===== src/rtl/dmd_pkg.sv =====
// dmd_pkg: shared definitions for the dot-matrix display scanner.
//   DMD_ROWS / DMD_COLS : panel geometry (16x16)
//   ROW_W               : row address width
//   dmd_state_e         : row-scan FSM states, 2-bit encoding
//   max4()              : largest of four phase lengths, used to size the
//                         shared phase counter
package dmd_pkg;

  localparam int DMD_ROWS = 16;
  localparam int DMD_COLS = 16;
  localparam int ROW_W    = 4;

  typedef enum logic [1:0] {
    BLANK = 2'd0,
    SETUP = 2'd1,
    LATCH = 2'd2,
    HOLD  = 2'd3
  } dmd_state_e;

  function automatic int max4(input int a, input int b, input int c, input int d);
    int m;
    m = a;
    if (b > m) m = b;
    if (c > m) m = c;
    if (d > m) m = d;
    return m;
  endfunction

endpackage


===== src/rtl/dmd_framebuf.sv =====
// dmd_framebuf: two 16x16 pixel buffers, one displayed (front) and one
// written by Main (back).
//   clk, rst_n : clock, asynchronous active-low reset (clears both buffers)
//   front_sel  : 0 = buffer 0 is front, 1 = buffer 1 is front
//   wr_en      : write wr_data into back[wr_row] at the clock edge
//   wr_row     : back-buffer row address
//   wr_data    : row pixels
//   rd_row     : front-buffer row to read
//   rd_data    : front[rd_row], combinational
module dmd_framebuf
  import dmd_pkg::*;
(
  input  logic                clk,
  input  logic                rst_n,
  input  logic                front_sel,
  input  logic                wr_en,
  input  logic [ROW_W-1:0]    wr_row,
  input  logic [DMD_COLS-1:0] wr_data,
  input  logic [ROW_W-1:0]    rd_row,
  output logic [DMD_COLS-1:0] rd_data
);

  logic [DMD_COLS-1:0] mem0 [DMD_ROWS];
  logic [DMD_COLS-1:0] mem1 [DMD_ROWS];

  // The back buffer is whichever one front_sel does not select at the start
  // of the cycle, so a write on the swap edge lands in the buffer that is
  // about to become front.
  always_ff @(posedge clk or negedge rst_n) begin
    if (!rst_n) begin
      for (int i = 0; i < DMD_ROWS; i++) begin
        mem0[i] <= '0;
        mem1[i] <= '0;
      end
    end else if (wr_en) begin
      if (front_sel) mem0[wr_row] <= wr_data;
      else           mem1[wr_row] <= wr_data;
    end
  end

  assign rd_data = front_sel ? mem1[rd_row] : mem0[rd_row];

endmodule


===== src/rtl/dmd_scanner.sv =====
// dmd_scanner: row-scans a double-buffered 16x16 frame onto a DMD panel.
// Each row runs BLANK -> SETUP -> LATCH -> HOLD; a front/back swap requested
// by Main is applied only at the end of row 15 so frames never tear.
//   CLK, RESET : clock, asynchronous active-low reset
//   wr_en, wr_row, wr_data : write one back-buffer row
//   swap_req   : pulse, request a swap at the next frame end
//   blank_in   : force DMD_CLR high without disturbing the scan
//   swap_ack   : pulse on the cycle the swap takes effect
//   frame_done : pulse on the first BLANK cycle of row 0
//   DMD_CLR    : 1 = panel blanked (combinational)
//   dmd_seg    : current row select
//   dmd_column : column data for the current row
//   DMD_CLK    : latch strobe
module dmd_scanner
  import dmd_pkg::*;
#(
  parameter int BLANK_CYC = 2,
  parameter int SETUP_CYC = 2,
  parameter int LATCH_CYC = 1,
  parameter int HOLD_CYC  = 64
) (
  input  logic                CLK,
  input  logic                RESET,
  input  logic                wr_en,
  input  logic [ROW_W-1:0]    wr_row,
  input  logic [DMD_COLS-1:0] wr_data,
  input  logic                swap_req,
  input  logic                blank_in,
  output logic                swap_ack,
  output logic                frame_done,
  output logic                DMD_CLR,
  output logic [ROW_W-1:0]    dmd_seg,
  output logic [DMD_COLS-1:0] dmd_column,
  output logic                DMD_CLK
);

  localparam int MAX_CYC = max4(BLANK_CYC, SETUP_CYC, LATCH_CYC, HOLD_CYC);
  localparam int CNT_W   = $clog2(MAX_CYC + 1);

  localparam logic [CNT_W-1:0] BLANK_LAST = CNT_W'(BLANK_CYC - 1);
  localparam logic [CNT_W-1:0] SETUP_LAST = CNT_W'(SETUP_CYC - 1);
  localparam logic [CNT_W-1:0] LATCH_LAST = CNT_W'(LATCH_CYC - 1);
  localparam logic [CNT_W-1:0] HOLD_LAST  = CNT_W'(HOLD_CYC - 1);

  dmd_state_e          state, state_nxt;
  logic [CNT_W-1:0]    cnt, cnt_nxt, cnt_last;
  logic [ROW_W-1:0]    row, row_nxt;
  logic                swap_pending, pend_nxt, pend_eff;
  logic                front_sel, front_nxt;
  logic [ROW_W-1:0]    seg_nxt;
  logic [DMD_COLS-1:0] col_nxt, rd_data;
  logic                clk_nxt, ack_nxt, done_nxt, frame_end;

  dmd_framebuf u_framebuf (
    .clk       (CLK),
    .rst_n     (RESET),
    .front_sel (front_sel),
    .wr_en     (wr_en),
    .wr_row    (wr_row),
    .wr_data   (wr_data),
    .rd_row    (row),
    .rd_data   (rd_data)
  );

  always_ff @(posedge CLK or negedge RESET) begin
    if (!RESET) begin
      state        <= BLANK;
      cnt          <= '0;
      row          <= '0;
      swap_pending <= 1'b0;
      front_sel    <= 1'b0;
      dmd_seg      <= '0;
      dmd_column   <= '0;
      DMD_CLK      <= 1'b0;
      swap_ack     <= 1'b0;
      frame_done   <= 1'b0;
    end else begin
      state        <= state_nxt;
      cnt          <= cnt_nxt;
      row          <= row_nxt;
      swap_pending <= pend_nxt;
      front_sel    <= front_nxt;
      dmd_seg      <= seg_nxt;
      dmd_column   <= col_nxt;
      DMD_CLK      <= clk_nxt;
      swap_ack     <= ack_nxt;
      frame_done   <= done_nxt;
    end
  end

  // Registered outputs are computed from the next state so they change on
  // the same edge as the state they belong to.
  always_comb begin
    state_nxt = state;
    cnt_nxt   = cnt + CNT_W'(1);
    row_nxt   = row;
    seg_nxt   = dmd_seg;
    col_nxt   = dmd_column;
    frame_end = 1'b0;

    case (state)
      BLANK:   cnt_last = BLANK_LAST;
      SETUP:   cnt_last = SETUP_LAST;
      LATCH:   cnt_last = LATCH_LAST;
      default: cnt_last = HOLD_LAST;
    endcase

    if (cnt == cnt_last) begin
      cnt_nxt = '0;
      case (state)
        BLANK: begin
          state_nxt = SETUP;
          col_nxt   = rd_data;
        end
        SETUP:   state_nxt = LATCH;
        LATCH:   state_nxt = HOLD;
        default: begin
          state_nxt = BLANK;
          row_nxt   = row + ROW_W'(1);
          seg_nxt   = row + ROW_W'(1);
          col_nxt   = '0;
          frame_end = (row == ROW_W'(DMD_ROWS - 1));
        end
      endcase
    end

    clk_nxt = (state_nxt == LATCH);

    // A request arriving on the frame-end cycle itself still swaps now.
    pend_eff  = swap_pending | swap_req;
    front_nxt = front_sel;
    pend_nxt  = pend_eff;
    ack_nxt   = 1'b0;
    done_nxt  = frame_end;
    if (frame_end) begin
      front_nxt = front_sel ^ pend_eff;
      pend_nxt  = 1'b0;
      ack_nxt   = pend_eff;
    end
  end

  assign DMD_CLR = blank_in | (state != HOLD);

endmodule


===== config.mk =====
export PLATFORM = sky130hd
export DESIGN_NAME = dmd_scanner
export DESIGN_NICKNAME = d
export VERILOG_FILES = /design/src/rtl/dmd_pkg.sv /design/src/rtl/dmd_framebuf.sv /design/src/rtl/dmd_scanner.sv
export SDC_FILE = /design/constraint.sdc
export NUM_CORES = 1
export LEC_CHECK = 0
export ABC_CLOCK_PERIOD_IN_PS = 2700
export BUFFER_PORTS_ARGS = -buffer_cell sky130_fd_sc_hd__buf_4
export CAP_MARGIN = 25
export CORE_UTILIZATION = 63
export CTS_CLUSTER_SIZE = 12
export DETAILED_ROUTE_END_ITERATION = 8
export PLACE_DENSITY = 0.85
export SLEW_MARGIN = 10
export SYNTH_ARGS = -nofsm -noshare
export SYNTH_HDL_FRONTEND = slang
export SYNTH_SLANG_ARGS = --single-unit

===== constraint.sdc =====
create_clock -name CLK -period 2.7 [get_ports CLK]
set_input_delay 0.405 -clock CLK [delete_from_list [all_inputs] [get_ports CLK]]
set_output_delay 0.405 -clock CLK [all_outputs]
set_load 0.02 [all_outputs]

==> impl_metrics.ini, run 1 <==
[run_status]
status = finished, final reports clean

[sta]
fin_ws_ns = 0.188
period_needed_ns = 2.51
finalSetupViolCount = 0
rsz0062_at_grt = no
fin_crit_sh_pct = 93.0
finalMaxSlewViolations = 0
finClkSkew_ns = 0.0176
fmax_mhz = 398
final_hold_viol_count = 0
fin_tns_setup_ns = 0
worst_slew_pin_slew_ns = 0.993
slew_headroom_pct = 33.5

[floorplan]
die_x_um = 201
core_area_um2 = 38800
pin_count = 49
die_h_um = 201
initial_core_util_pct = 64.2
fp-row-count = 72
die-area_um2 = 40300

[final_layout]
areaGrowthSynthToFinish_pct = 10.5
ff_latch_area_um2 = 13700
drive_gt1_share_pct = 50.8
num-fill-cells = 2314
final_area_um2 = 27500
final_cells = 2204
layout_commonest_cell = dfrtp_1
final_cell_mix = dfrtp_1, mux2_2, buf_4, mux4_2, mux2i_1
final_nets = 1685
multiInputGateArea_um2 = 10600
num_antenna_cells = 0

[critical_path]
cp_max_fo = 17
worstPathArrival_ns = 3.02
r2r_setup_slack_ns = 0.19
crit_start = row[3]$_DFFE_PN0P_
cp.required_ns = 3.20
critical_path_class = flip-flop to flip-flop
cp-end-kind = flip-flop
rr_endpoint = dmd_column[3]$_DFFE_PN0P_
start_kind = flip-flop
r2r_start = row[3]$_DFFE_PN0P_
r2r_cells = 5

[global_route]
grtUsageTotal_pct = 29.5
grt_max_degree = 83
grt_remaining_overflow = 0
grt_pass1_wl_um = 92300
antenna_found_initial = 0
grt_pass1_vias = 15800

[logic_synthesis]
synthCells = 1629
async_flop_share_pct = 100
synth_top_area_share_pct = 54.8
ys_ff_latch = 546
synth_edf_count = 0
yosysSeqAreaShare_pct = 54.8
synth.avg_cell_area_um2 = 15.3
yosysWarnings = 0
synth_cell_types = 45
synth_fp_nets = 1660
synth_top_area_cell = dfrtp_1
synthTopCellsByArea = dfrtp_1, mux2_2, mux4_2
netlist_area_um2 = 24900
synth_top_flop_cell = dfrtp_1

[worst_hold_path]
hold_depth = 3
min_from = swap_req
hp-class = input pin to flip-flop
worstHoldEndpoint = swap_pending$_DFF_PN0_

[detailed_routing]
routed_wl_um = 57300
vias = 14500
firstDrtPassIters = 6
drc = 0
wire_per_inst_um = 26.0
final_antenna_net_count = 0
drtIter0Drc = 1122
avgViaCountPerCell = 6.60

[cts]
numCtsBuffers = 54
cts_sinks = 546
cts_setup_buffers = 0
cts_tree = done
cts_resized = 0
htreeDepth = 2
cts-root-buf = clkbuf_16
cts.reportedPaths.clkPinSlew_ns = 0.06
clk_latency_ns = 0.59
clockBufferDepth = 3

[placed_design]
port-buffer-count = 48
gp_congestion = 0.845
dp.cells = 2115
place_ws_ns = 0.225
hpwl_um = 36200
placed_area_um2 = 25900

[pwr]
ir_drop_v = 0.000393
p_leak_nw = 12.3
design_power_total_mw = 18.2
p_per_area_nw_per_um2 = 661

[flow_run]
maxCapViolations = 0
==> per-stage QoR <==
stage | hold slack, ns | utilization (%)
2_1_floorplan | 0.109 | -
3_3_place_gp | 0.405 | 66.8
3_5_place_dp | 0.406 | 66.8
4_1_cts | 0.0895 | 70.9
5_1_grt | 0.126 | 70.9
6_report | 0.107 | 70.9
==> kinds of logic (layout without fill, tap and decap cells) <==
group,after synthesis,after routing,share of synthesized area [%]
mux,705,705,36.0
flops,546,546,54.8
buf+inv,153,210,2.82
simple gates,121,121,2.53
compound gates,88,88,3.11
xor+xnor,10,10,0.352
fa+ha+maj,6,6,0.301
==> layer usage <==
layer,global-route usage (%),share of wire [%],up-vias
li1,-,-,6093
met1,40.1,42,7841
met2,48.9,49,494
met3,5.45,5.9,109
met4,8.62,2.4,0
met5,0,0,-
==> final cells by class <==
cell class / instances / area share, %
tap: 518 / 2.35
clock inverter: 5 / 0.159
timing repair buffer: 119 / 3.78
clock buffer: 83 / 5.60
multi-input combinational: 930 / 38.4
inverter: 3 / 0.0409
sequential: 546 / 49.7
==> Yosys cell counts (16+ instances only) <==
cell      number
o221a_2       16
a221oi_1      16
mux4_2        96
buf_2         48
mux2_2       535
a32o_1        17
dfrtp_1      546
nor2_1        25
clkbuf_1      84
mux2i_1       64
nand2_1       49
o211ai_1      32
==> state kept, by name (all words and copies together), names as in the netlist <==
register	count
DMD_CLK	1
cnt	7
dmd_column	16
frame_done	1
front_sel	1
row	4
state	2
swap_ack	1
swap_pending	1
u_framebuf.mem0	256
u_framebuf.mem1	256
==> report_power, final <==
part           internal [mW]  switching (mW)
combinational           1.01           0.731
clock                   3.89            3.02
sequential              9.08           0.471
total                   14.0            4.23
==> worst max-delay path by stage <==
stage                                 end
4_1_cts         dmd_column[3]$_DFFE_PN0P_
3_3_place_gp   dmd_column[13]$_DFFE_PN0P_
2_1_floorplan  dmd_column[10]$_DFFE_PN0P_
5_1_grt        dmd_column[13]$_DFFE_PN0P_
3_5_place_dp   dmd_column[11]$_DFFE_PN0P_
6_report        dmd_column[3]$_DFFE_PN0P_
==> critical path, stage by stage, from the launching register on <==
cell and delay (ns):
dfrtp_4 0.60, nor2b_2 0.82, buf_4 0.41, nand2_1 0.09, o211ai_1 0.22, a32o_1 0.27
==> repair_timing <==
action	4_1_cts	5_1_grt
endpoints found under the hold margin	54	0
hold buffers	1	0
endpoints found under the setup margin	0	0
Power figures use the tool's default switching activity.
==> run 2, diff against run 1 <==
--- a/config.mk
+++ b/config.mk
@@ -8,10 +8,11 @@
 export ABC_CLOCK_PERIOD_IN_PS = 2700
 export BUFFER_PORTS_ARGS = -buffer_cell sky130_fd_sc_hd__buf_4
 export CAP_MARGIN = 25
-export CORE_UTILIZATION = 63
+export CORE_UTILIZATION = 65
+export CTS_BUF_LIST = sky130_fd_sc_hd__clkbuf_8
 export CTS_CLUSTER_SIZE = 12
 export DETAILED_ROUTE_END_ITERATION = 8
-export PLACE_DENSITY = 0.85
+export PLACE_DENSITY = 0.87
 export SLEW_MARGIN = 10
 export SYNTH_ARGS = -nofsm -noshare
 export SYNTH_HDL_FRONTEND = slang
==> impl_metrics.ini, run 2 (synthesized netlist as in run 1, its figures left out) <==
[final_layout]
final_area_um2 = 27700
num_antenna_cells = 0
final_cell_mix = dfrtp_1, mux2_2, clkbuf_8, buf_4, mux4_2
final_nets = 1721
layout_commonest_cell = dfrtp_1
reg_top3 = u_framebuf.mem0: 256 flops, u_framebuf.mem1: 256 flops, dmd_column: 16 flops
areaGrowthSynthToFinish_pct = 11.2
drive_gt1_share_pct = 52.4
num-fill-cells = 2250

[global_route]
grt_pass1_wl_um = 90800
grtUsageTotal_pct = 30.5
grt_pass1_vias = 15800
grt_remaining_overflow = 0
grt_max_degree = 80
antenna_found_initial = 0

[worst_hold_path]
hp-class = input pin to flip-flop

[detailed_routing]
top_layer_used = met4
wl_met3_um = 3570
final_antenna_net_count = 0
wire_per_inst_um = 25.2
drc = 0
wl_met2_um = 28200
vias = 14900
drtIter0Drc = 1230
firstDrtPassIters = 5
met1Wirelength_um = 23800
avgViaCountPerCell = 6.56
routed_wl_um = 57200

[placed_design]
port-buffer-count = 48
place_ws_ns = 0.366
hpwl_um = 36400
placed_area_um2 = 26000
gp_congestion = 0.824

[pwr]
p_leak_nw = 12.6
p_per_area_nw_per_um2 = 657
p_comb_share_pct = 9.7
ir_drop_v = 0.000308
switching_power_mw = 4.44
intPower_mw = 13.7
design_power_total_mw = 18.2
p_sw_share_pct = 24.4
clock_power_share_pct = 37.7
p_seq_share_pct = 52.6

[critical_path]
critical_path_class = flip-flop to flip-flop
start_kind = flip-flop
cp.required_ns = 3.22
cp_max_fo = 31
worstPathArrival_ns = 2.90
cp-end-kind = flip-flop

[cts]
htreeDepth = 3
cts_tree = done
clockBufferDepth = 3
numCtsBuffers = 85
clk_latency_ns = 0.65
cts_sinks = 546
cts.reportedPaths.clkPinSlew_ns = 0.06
cts-root-buf = clkbuf_8

[sta]
finalMaxSlewViolations = 0
finClkSkew_ns = 0.0248
fin_crit_sh_pct = 88.0
slew_headroom_pct = 41.2
final_hold_viol_count = 0
fmax_mhz = 421
finalSetupViolCount = 0
worst_slew_pin_slew_ns = 0.880
worst_hold_slack_ns = 0.0406
fin_ws_ns = 0.323
period_needed_ns = 2.38
rsz0062_at_grt = no
fin_tns_setup_ns = 0

[floorplan]
initial_core_util_pct = 66.1
fp-row-count = 71
core_area_um2 = 37700
die_x_um = 198
die_h_um = 198
pin_count = 49
die-area_um2 = 39100

[run_status]
status = finished, final reports clean

[flow_run]
maxCapViolations = 0
## run 2: cell types whose count changed in the layout (fill, tap and decap cells not counted), moves of 2 or more
cell        change
clkbuf_1       -21
clkbuf_8      +102
clkinv_2        +6
inv_1          +26
clkbuf_16      -54
clkinvlp_4      +2
buf_4           +4
## run 2: stage by stage
stage	cells	utilization (%)
after floorplan	1629	-
after global placement	2113	69.0
after detailed placement	2113	69.0
after CTS	2264	73.5
after global routing	2264	73.5
final	2264	73.5
## run 2: power by group through the flow
stage          clock (mW)  sequential [mW]  combinational, mW
2_1_floorplan           0             9.49               1.26
3_3_place_gp            0             9.59               1.65
3_5_place_dp            0             9.67               1.75
4_1_cts              6.96             9.54               1.77
5_1_grt              7.33             9.64               1.90
6_report             6.86             9.57               1.76
## run 2: final timing paths
| check | endpoint | slack [ns] | startpoint | depth (start not counted) |
|---|---|---|---|---|
| worst min-delay path | swap_pending$_DFF_PN0_ | 0.04 | swap_req | 3 |
| min in group asynchronous | cnt[4]$_DFF_PN0_ | 0.33 | RESET | 2 |
| max in group asynchronous | u_framebuf.mem0[124]$_DFFE_PN0P_ | 1.47 | RESET | 3 |
| worst min register to register | u_framebuf.mem1[158]$_DFFE_PN0P_ | 0.50 | u_framebuf.mem1[158]$_DFFE_PN0P_ | 1 |
| worst max register to register | dmd_column[10]$_DFFE_PN0P_ | 0.32 | row[0]$_DFFE_PN0P_ | 5 |
| worst max-delay path | dmd_column[10]$_DFFE_PN0P_ | 0.32 | row[0]$_DFFE_PN0P_ | 5 |
## run 2: critical path, cell delays in order (launching register included)
cell	delay, ns
dfrtp_4	0.64
buf_12	0.27
mux2_2	0.37
a221oi_1	0.37
o211ai_1	0.25
a32o_1	0.30
## run 2: per-layer routing
metal	up-vias	track usage (%)
met4	0	10.3
met1	7993	41.4
met2	544	49.7
li1	6184	-
met5	-	0
met3	136	6.17
## run 2: layout make-up
| class | instances | area, um^2 | share of cell area, % |
|---|---|---|---|
| timing repair buffer | 124 | 1090 | 3.94 |
| sequential | 546 | 13700 | 49.4 |
| tap | 511 | 639 | 2.31 |
| clock inverter | 40 | 198 | 0.714 |
| clock buffer | 110 | 1510 | 5.47 |
| inverter | 3 | 11.3 | 0.0407 |
| multi-input combinational | 930 | 10600 | 38.2 |
## run 2: repair_timing
item                      CTS  global route
buffers inserted            0             0
hold buffers                1             0
resized for setup           0             0
hold endpoints to repair   49             0
